[src/rtl/irq_priority_ctrl_if.sv]
// Bus between the MIPS core/register host and the interrupt controller.
// The master side is the core and the software register port. The slave
// side is the controller.
interface irq_priority_ctrl_if;
  logic [3:0]  done;
  logic        int_ack;
  logic        eoi;
  logic        irq;
  logic [31:0] int_addr;
  logic [1:0]  int_id;
  logic        in_service;
  logic        reg_we;
  logic [1:0]  reg_addr;
  logic [3:0]  reg_wdata;
  logic [31:0] reg_rdata;

  modport master (
    output done, int_ack, eoi, reg_we, reg_addr, reg_wdata,
    input  irq, int_addr, int_id, in_service, reg_rdata
  );

  modport slave (
    input  done, int_ack, eoi, reg_we, reg_addr, reg_wdata,
    output irq, int_addr, int_id, in_service, reg_rdata
  );
endinterface

[src/rtl/irq_priority_ctrl.sv]
// Interrupt controller for four accelerator completion lines feeding a
// single-cycle MIPS core. Rising edges of done[] set sticky pending bits.
// A software mask gates them. One source is requested at a time and tracked
// until the ISR's jepc (eoi), so ISRs never nest.
// Optional build macro: ROUND_ROBIN_EN selects rotating priority. When it is
// undefined, the lowest index wins.
// STATUS state encoding: IDLE=0, REQ=1, SERV=2.
module irq_priority_ctrl #(
  parameter logic [31:0] VEC_BASE = 32'h0000_01F0,
  parameter int          NSRC     = 4
) (
  input  logic          Clk,
  input  logic          reset,
  irq_priority_ctrl_if.slave bus
);

  typedef enum logic [1:0] {
    IDLE = 2'd0,
    REQ  = 2'd1,
    SERV = 2'd2
  } state_t;

  state_t      state_q;
  logic [3:0]  done_q;
  logic [3:0]  pending_q, pending_d;
  logic [3:0]  mask_q, mask_d;
  logic [3:0]  rise;
  logic [3:0]  eligible;
  logic [3:0]  w1c_clr;
  logic [3:0]  ack_clr;
  logic        irq_q;
  logic [31:0] int_addr_q;
  logic [1:0]  int_id_q;
  logic        in_service_q;
  logic [1:0]  winner;
  logic        ack_take;
  logic        withdraw;

  assign rise     = bus.done & ~done_q;
  assign eligible = pending_q & mask_q;
  assign ack_take = (state_q == REQ) && bus.int_ack;

  // Next pending/mask values. A rising edge beats any clear on the same bit.
  always_comb begin
    w1c_clr   = 4'h0;
    ack_clr   = 4'h0;
    mask_d    = mask_q;
    if (bus.reg_we && bus.reg_addr == 2'd0) w1c_clr = bus.reg_wdata;
    if (bus.reg_we && bus.reg_addr == 2'd1) mask_d = bus.reg_wdata;
    if (ack_take) ack_clr = 4'b0001 << int_id_q;
    pending_d = (pending_q & ~(w1c_clr | ack_clr)) | rise;
  end

  // The request is withdrawn when its source is no longer pending or enabled,
  // unless the core is acknowledging it in the same cycle.
  assign withdraw = (state_q == REQ) && !bus.int_ack &&
                    (!pending_d[int_id_q] || !mask_d[int_id_q]);

`ifdef ROUND_ROBIN_EN
  logic [1:0] rr_ptr_q;

  // Rotating priority: the first eligible source at or above rr_ptr wins, wrapping 3 to 0.
  always_comb begin
    winner = rr_ptr_q;
    for (int k = NSRC - 1; k >= 0; k--) begin
      if (eligible[rr_ptr_q + 2'(k)]) winner = rr_ptr_q + 2'(k);
    end
  end

  // The source just acknowledged drops to the lowest priority.
  always_ff @(posedge Clk or posedge reset) begin
    if (reset) rr_ptr_q <= 2'd0;
    else if (ack_take) rr_ptr_q <= int_id_q + 2'd1;
  end
`else
  // Fixed priority: the lowest eligible index wins.
  always_comb begin
    winner = 2'd0;
    for (int k = NSRC - 1; k >= 0; k--) begin
      if (eligible[k]) winner = 2'(k);
    end
  end
`endif

  // Edge-detect history, sticky pending bits and the software mask.
  always_ff @(posedge Clk or posedge reset) begin
    if (reset) begin
      done_q    <= 4'h0;
      pending_q <= 4'h0;
      mask_q    <= 4'hF;
    end else begin
      done_q    <= bus.done;
      pending_q <= pending_d;
      mask_q    <= mask_d;
    end
  end

  // Request/service state machine with registered core-facing outputs.
  always_ff @(posedge Clk or posedge reset) begin
    if (reset) begin
      state_q      <= IDLE;
      irq_q        <= 1'b0;
      int_addr_q   <= 32'h0;
      int_id_q     <= 2'd0;
      in_service_q <= 1'b0;
    end else begin
      case (state_q)
        IDLE: begin
          if (|eligible) begin
            int_id_q   <= winner;
            irq_q      <= 1'b1;
            int_addr_q <= VEC_BASE + {28'd0, winner, 2'b00};
            state_q    <= REQ;
          end
        end
        REQ: begin
          if (ack_take) begin
            irq_q        <= 1'b0;
            int_addr_q   <= 32'h0;
            in_service_q <= 1'b1;
            state_q      <= SERV;
          end else if (withdraw) begin
            irq_q      <= 1'b0;
            int_addr_q <= 32'h0;
            state_q    <= IDLE;
          end
        end
        SERV: begin
          if (bus.eoi) begin
            in_service_q <= 1'b0;
            state_q      <= IDLE;
          end
        end
        default: state_q <= IDLE;
      endcase
    end
  end

  // Combinational register read-back, zero-extended to the bus width.
  always_comb begin
    case (bus.reg_addr)
      2'd0:    bus.reg_rdata = {28'd0, pending_q};
      2'd1:    bus.reg_rdata = {28'd0, mask_q};
      2'd2:    bus.reg_rdata = {27'd0, state_q, in_service_q, int_id_q};
      default: bus.reg_rdata = 32'h0;
    endcase
  end

  assign bus.irq        = irq_q;
  assign bus.int_addr   = int_addr_q;
  assign bus.int_id     = int_id_q;
  assign bus.in_service = in_service_q;

endmodule

[src/flat_wrapper.sv]
// flat-port wrapper written by rule: the top's interface ports become plain ports
module irq_priority_ctrl_flat 
#(
  parameter logic [31:0] VEC_BASE = 32'h0000_01F0,
  parameter int          NSRC     = 4
)
  (Clk, reset, bus_done, bus_int_ack, bus_eoi, bus_reg_we, bus_reg_addr, bus_reg_wdata, bus_irq, bus_int_addr, bus_int_id, bus_in_service, bus_reg_rdata);
  irq_priority_ctrl_if bus_i ();
  input  logic Clk;
  input  logic reset;
  input wire logic [$bits(bus_i.done)-1:0] bus_done;
  input wire logic [$bits(bus_i.int_ack)-1:0] bus_int_ack;
  input wire logic [$bits(bus_i.eoi)-1:0] bus_eoi;
  input wire logic [$bits(bus_i.reg_we)-1:0] bus_reg_we;
  input wire logic [$bits(bus_i.reg_addr)-1:0] bus_reg_addr;
  input wire logic [$bits(bus_i.reg_wdata)-1:0] bus_reg_wdata;
  output wire logic [$bits(bus_i.irq)-1:0] bus_irq;
  output wire logic [$bits(bus_i.int_addr)-1:0] bus_int_addr;
  output wire logic [$bits(bus_i.int_id)-1:0] bus_int_id;
  output wire logic [$bits(bus_i.in_service)-1:0] bus_in_service;
  output wire logic [$bits(bus_i.reg_rdata)-1:0] bus_reg_rdata;
  assign bus_i.done = bus_done;
  assign bus_i.int_ack = bus_int_ack;
  assign bus_i.eoi = bus_eoi;
  assign bus_i.reg_we = bus_reg_we;
  assign bus_i.reg_addr = bus_reg_addr;
  assign bus_i.reg_wdata = bus_reg_wdata;
  assign bus_irq = bus_i.irq;
  assign bus_int_addr = bus_i.int_addr;
  assign bus_int_id = bus_i.int_id;
  assign bus_in_service = bus_i.in_service;
  assign bus_reg_rdata = bus_i.reg_rdata;
  irq_priority_ctrl #(.VEC_BASE(VEC_BASE), .NSRC(NSRC)) u_core (.Clk(Clk), .reset(reset), .bus(bus_i));
endmodule
[config.mk]
export PLATFORM = sky130hd
export DESIGN_NAME = irq_priority_ctrl_flat
export DESIGN_NICKNAME = d
export VERILOG_FILES = /design/src/rtl/irq_priority_ctrl_if.sv /design/src/rtl/irq_priority_ctrl.sv /design/src/flat_wrapper.sv
export SDC_FILE = /design/constraint.sdc
export NUM_CORES = 1
export LEC_CHECK = 0
export CAP_MARGIN = 25
export CORE_ASPECT_RATIO = 1.75
export CORE_MARGIN = 5
export CORE_UTILIZATION = 27
export CTS_CLUSTER_SIZE = 10
export DETAILED_ROUTE_END_ITERATION = 16
export PLACE_DENSITY = 0.65
export SKIP_CTS_REPAIR_TIMING = 1
export SKIP_LAST_GASP = 1
export SLEW_MARGIN = 20
export SYNTH_ARGS = -nofsm -noshare
export SYNTH_HDL_FRONTEND = slang
export SYNTH_SLANG_ARGS = --single-unit
[constraint.sdc]
create_clock -name Clk -period 2.2 [get_ports Clk]
set_clock_uncertainty 0.2 [all_clocks]
set_input_delay 0.33 -clock Clk [delete_from_list [all_inputs] [get_ports Clk]]
set_output_delay 0.33 -clock Clk [all_outputs]
set_load 0.005 [all_outputs]
==> flow_metrics.py, run 1 <==
metrics = {
    "run_status": {
        "status": "finished clean",
    },
    "place": {
        "dp.cells": 278,
        "dpl-instance-area_mm2": 0.00175,
        "preCtsSetupSlack_ps": -226,
        "port_buffers": 30,
        "gp_congestion": 0.850,
        "dp_hpwl_um": 2830,
    },
    "synthesis": {
        "yosysWarningCount": 0,
        "syn_inst": 175,
        "synth_top_area_share_pct": 27.3,
        "synth.area.top_cells": "buf_4, dfrtp_1, dfstp_2",
        "synth_edf_count": 0,
        "yosysMostFrequentCell": "buf_4",
        "synth_area_per_cell_um2": 8.95,
        "ys_ff_latch": 20,
        "synthArstFlopShare_pct": 100,
        "synth_commonest_cells": "buf_4, dfrtp_1, nand2_1",
        "synth_top_area_cell": "buf_4",
        "yosysUniqueCellTypes": 37,
        "synthesis.area_mm2": 0.00157,
        "seq_area_frac_synth_pct": 32.3,
        "synth_flop_cell": "dfrtp_1",
    },
    "sta": {
        "post-route-min-period_ps": 2030,
        "finalSetupTns_ps": 0,
        "whs_ps": 184,
        "finalCritPeriodShare_pct": 92.1,
        "rsz0062_at_grt": "no",
        "hold_violations": 0,
        "worst_slack_ps": 175,
        "setup_viol": 0,
        "slew_viol_final": 0,
        "fmax_mhz": 494,
    },
    "cts": {
        "cts_buffers": 3,
        "cts-htree-levels": 1,
        "clock_sinks": 20,
        "clk_latency_ps": 260,
        "cts_root_buf": "clkbuf_8",
        "cts_tree": "done",
        "clk_pin_slew_worst_paths_ps": 80,
        "cts.path.max_buffers": 2,
    },
    "die": {
        "start_util_pct": 27.8,
        "num_rows": 36,
        "die_h_um": 111,
        "fp.coreArea_mm2": 0.00563,
        "io_pins": 83,
        "dieArea_mm2": 0.00749,
        "die_w_um": 67.6,
    },
    "finish": {
        "final_core_util_pct": 33.1,
        "fin_cells": 284,
        "antennaDiodeCount": 0,
        "final_area_mm2": 0.00186,
        "drive_gt1_share_pct": 13.5,
        "fill_cells": 593,
        "area_delta_synth_final_pct": 19.0,
        "layout.nets": 224,
    },
    "global_route": {
        "gr-total-overflow": 0,
        "grt_max_degree": 21,
        "first_global_vias": 1161,
        "busiest_layer": "met2",
        "antenna_found_initial": 0,
        "grt_use_total_pct": 9.23,
        "grtUsageMet2_pct": 16.7,
        "globalRouteMet3Util_pct": 2.03,
        "met1_usage_pct": 9.39,
        "grt_pass1_wl_um": 5330,
    },
    "setup_path": {
        "reg2regPathDepth": 4,
        "r2r-start": "u_core.bus.int_id[1]$_DFFE_PP0P_",
        "cp_slowest_stage_delay_ps": 620,
        "path_class": "reg2out",
        "path_buf_inv": 1,
        "worst_path_dominant_cell_family": "flip-flops",
        "r2r_slack_ps": 280,
        "arrival_ps": 1500,
        "path_max_fanout": 12,
        "start_kind": "flop",
        "r2r_end": "u_core.bus.int_addr[7]$_DFFE_PP0P_",
        "worstPathRequired_ps": 1670,
        "crit_slowest_cell": "dfrtp_1",
        "cp_cell_sequence": "clkdlybuf4s50_1",
        "end_kind": "output port",
    },
    "drt": {
        "antenna_left": 0,
        "routed_via_density": 4.31,
        "post-route-drc-count": 0,
        "wirelength_um": 3480,
        "wl_per_cell_um": 12.3,
        "drtIter0Drc": 42,
        "vias": 1223,
        "first_pass_iters": 4,
    },
    "pwr": {
        "p_leak_nw": 0.914,
        "irDropWorstVdd_uv": 248,
        "swShare_pct": 36.6,
        "p_sw_uw": 686,
        "share_comb_of_total_power_pct": 43.6,
        "p_per_area_mw_per_mm2": 1000,
        "seqPwrFrac_pct": 36.6,
        "p_int_mw": 1.19,
        "p_clk_share_pct": 19.8,
        "finalPower_mw": 1.87,
    },
    "min_path": {
        "hold_path_class": "in2async",
    },
    "flow_run": {
        "cap_violations": 0,
    },
}
==> power by group through the flow <==
stage               Combinational [mW]  Clock (mW)  Sequential (mW)
floorplan                        0.653           0            0.579
global placement                 0.812           0            0.691
detailed placement               0.826           0            0.693
CTS                              0.829       0.385            0.686
global route                     0.911       0.398            0.712
finish                           0.817       0.371            0.685
==> area by class of cell <==
type                            instances  area [um^2]  area share, %
Inverter                               11         41.3           2.21
Multi-Input combinational cell        132          749           40.2
Clock buffer                            3         41.3           2.21
Timing Repair Buffer                   41          402           21.5
Sequential cell                        20          505           27.1
Clock inverter                          1         30.0           1.61
Tap cell                               76         95.1           5.10
==> how the worst max path moves through the flow <==
| stage | startpoint | end | slack [ps] | cells after the start |
|---|---|---|---|---|
| 6_report | u_core.bus.int_id[1]$_DFFE_PP0P_ | bus_int_id[1] | 170 | 1 |
| 5_1_grt | u_core.bus.int_id[1]$_DFFE_PP0P_ | bus_int_id[1] | 90 | 1 |
| 4_1_cts | bus_reg_addr[1] | bus_reg_rdata[2] | -220 | 5 |
| 3_5_place_dp | bus_reg_addr[1] | bus_reg_rdata[2] | -230 | 5 |
| 3_3_place_gp | bus_reg_addr[1] | bus_reg_rdata[3] | -200 | 5 |
| 2_1_floorplan | bus_reg_addr[0] | u_core.bus.int_addr[2]$_DFFE_PP0P_ | 440 | 7 |
==> metal layers <==
metal  wire [um]  part of all wire (%)  vias up
li1            -                     -      559
met1        1250                    36      578
met2        1740                    50       80
met3         408                    12        6
met4          78                   2.2        0
met5           0                     0        -
==> cells by family (layout without fill, tap and decap cells) <==
family / count (synthesis) / in the layout / share of synthesized area, %
flip-flops: 20 / 20 / 32.3
AND/OR/NAND/NOR: 29 / 29 / 9.59
AO/OA/AOI/OAI: 39 / 39 / 17.3
other: 1 / 52 / 0.239
buffers and inverters: 74 / 56 / 32.6
multiplexers: 12 / 12 / 8.07
==> registers in the layout, summed over array words and instances, names as in the netlist <==
name                   flops
u_core.done_q              4
u_core.bus.int_id          2
u_core.pending_q           4
u_core.bus.in_service      1
u_core.state_q             2
u_core.mask_q              4
u_core.bus.int_addr        3
==> layout by cell type, fill, tap and decap left out, drive strengths merged, types with 6 or more instances in the layout <==
cell and instances:
a21oi 7, buf 11, clkdlybuf4s50 24, conb 52
dfrtp 16, dlymetal6s2s 6, inv 11, mux2i 7
nand2 12, o21ai 11
Note: power is estimated with default switching activity, not from simulation.
==> inputs of run 2 (changes only) <==
--- a/config.mk
+++ b/config.mk
@@ -13,7 +13,6 @@
 export DETAILED_ROUTE_END_ITERATION = 16
 export PLACE_DENSITY = 0.65
 export SKIP_CTS_REPAIR_TIMING = 1
-export SKIP_LAST_GASP = 1
 export SLEW_MARGIN = 20
 export SYNTH_ARGS = -nofsm -noshare
 export SYNTH_HDL_FRONTEND = slang
==> results of run 2 <==
The final DEF is identical to that of run 1; final timing and power are the same.
==> inputs of run 3 (changes only) <==
--- a/config.mk
+++ b/config.mk
@@ -11,7 +11,8 @@
 export CORE_UTILIZATION = 27
 export CTS_CLUSTER_SIZE = 10
 export DETAILED_ROUTE_END_ITERATION = 16
-export PLACE_DENSITY = 0.65
+export DONT_BUFFER_PORTS = 1
+export PLACE_DENSITY = 0.46
 export SKIP_CTS_REPAIR_TIMING = 1
 export SLEW_MARGIN = 20
 export SYNTH_ARGS = -nofsm -noshare
==> run 3 against run 2 <==
Clock-buffer cell count is 1 higher. Largest cell class unchanged. Cell count is 12% lower. Critical path type is now reg2reg. Setup slack better by 100 ps. Clock power is 23% lower. Die area stayed put. Fmax is 5.3% higher. Register-to-register slack hardly changed. Highest routed layer unchanged. Design area is 19% lower. Critical path depth is 3 higher. Power is 18% lower. Routed wire length is 4.8% higher. Utilization is 6.4 points lower.
==> flow_metrics.py, run 3 (synthesis gave the netlist of run 1 again) <==
metrics = {
    "run_status": {
        "status": "finished clean",
    },
    "die": {
        "num_rows": 36,
        "fp.coreArea_mm2": 0.00563,
        "start_util_pct": 27.8,
        "die_h_um": 111,
        "io_pins": 83,
        "die_w_um": 67.6,
        "dieArea_mm2": 0.00749,
    },
    "global_route": {
        "globalRouteMet3Util_pct": 2.23,
        "grt_max_degree": 21,
        "first_global_vias": 1077,
        "met1_usage_pct": 8.36,
        "antenna_found_initial": 0,
        "grt_use_total_pct": 9.68,
        "grt_pass1_wl_um": 5500,
        "busiest_layer": "met2",
        "grtUsageMet2_pct": 18.9,
        "gr-total-overflow": 0,
    },
    "drt": {
        "routed_via_density": 4.30,
        "drtIter0Drc": 17,
        "post-route-drc-count": 0,
        "wirelength_um": 3650,
        "vias": 1076,
        "antenna_left": 0,
        "first_pass_iters": 4,
        "wl_per_cell_um": 14.6,
    },
    "pwr": {
        "irDropWorstVdd_uv": 302,
        "finalPower_mw": 1.54,
        "p_per_area_mw_per_mm2": 1020,
        "p_leak_nw": 0.699,
    },
    "min_path": {
        "hold_path_class": "in2reg",
        "hold_depth": 1,
    },
    "place": {
        "port_buffers": 0,
        "dp_hpwl_um": 3030,
        "dp.cells": 240,
        "gp_congestion": 0.907,
        "dpl-instance-area_mm2": 0.00139,
    },
    "finish": {
        "antennaDiodeCount": 0,
        "final_area_mm2": 0.00151,
        "fin_cells": 250,
        "drive_gt1_share_pct": 9.77,
        "area_delta_synth_final_pct": -3.83,
        "layout.nets": 190,
        "mostFrequentLayoutCell": "conb_1",
        "top_regs": "u_core.done_q (4), u_core.mask_q (4), u_core.pending_q (4)",
        "layout_common_cells": "conb_1, dfrtp_1, nand2_1",
    },
    "setup_path": {
        "worstPathRequired_ps": 2190,
        "start_kind": "flop",
        "arrival_ps": 1910,
        "end_kind": "flop",
        "path_class": "reg2reg",
        "reg2regPathDepth": 4,
        "path_max_fanout": 12,
    },
    "cts": {
        "clock_sinks": 20,
        "clk_latency_ps": 260,
        "clk_pin_slew_worst_paths_ps": 80,
        "cts_buffers": 3,
        "cts_tree": "done",
        "cts-htree-levels": 1,
        "cts.path.max_buffers": 2,
        "cts_root_buf": "clkbuf_8",
    },
    "sta": {
        "setup_viol": 0,
        "rsz0062_at_grt": "no",
        "hold_violations": 0,
        "whs_ps": 6.22,
        "post-route-min-period_ps": 1920,
        "slew_viol_final": 0,
        "fmax_mhz": 520,
        "slew_headroom_pct": 47.0,
        "tightest_slew_ps": 795,
        "finalSetupTns_ps": 0,
        "finalCritPeriodShare_pct": 87.5,
    },
    "flow_run": {
        "cap_violations": 0,
    },
}
[run 3: critical path, cell delays in order, from the launching register on]
cell and delay (ps):
dfrtp_1 650, inv_1 230, o311ai_1 400, o211ai_2 190, a31oi_1 190
[run 3: per-layer routing]
layer / share of wire (%) / up-vias
li1: - / 490
met1: 30 / 512
met2: 57 / 63
met3: 9.8 / 11
met4: 3.3 / 0
met5: 0 / -
[run 3: metrics by stage]
step	utilization, %	setup slack [ps]
finish	26.8	276
global route	26.8	149
CTS	25.7	270
detailed placement	24.7	316
global placement	24.7	274
floorplan	-	436
[run 3: final cells by class]
cell class	count	area, um^2
Multi-Input combinational cell	132	742
Sequential cell	20	505
Tap cell	76	95.1
Fill cell	624	4120
Inverter	11	41.3
Timing Repair Buffer	7	67.6
Clock buffer	4	55.1
[run 3: final timing paths]
| kind | slack, ps | to | from |
|---|---|---|---|
| worst max-delay path | 280 | u_core.bus.int_addr[7]$_DFFE_PP0P_ | u_core.bus.int_id[1]$_DFFE_PP0P_ |
| worst min-delay path | 6 | u_core.pending_q[2]$_DFF_PP0_ | bus_done[2] |
| worst max register to register | 280 | u_core.bus.int_addr[7]$_DFFE_PP0P_ | u_core.bus.int_id[1]$_DFFE_PP0P_ |
| worst min register to register | 250 | u_core.pending_q[3]$_DFF_PP0_ | u_core.done_q[3]$_DFF_PP0_ |
| max in group asynchronous | 850 | u_core.pending_q[0]$_DFF_PP0_ | reset |
| min in group asynchronous | 460 | u_core.bus.int_addr[3]$_DFFE_PP0P_ | reset |
[run 3: report_power, final]
part	total (mW)	switching, mW	internal (mW)	leakage (nW)
Clock	0.286	0.127	0.159	0.0288
Combinational	0.531	0.295	0.236	0.443
Sequential	0.722	0.235	0.488	0.227
Total	1.54	0.657	0.883	0.699
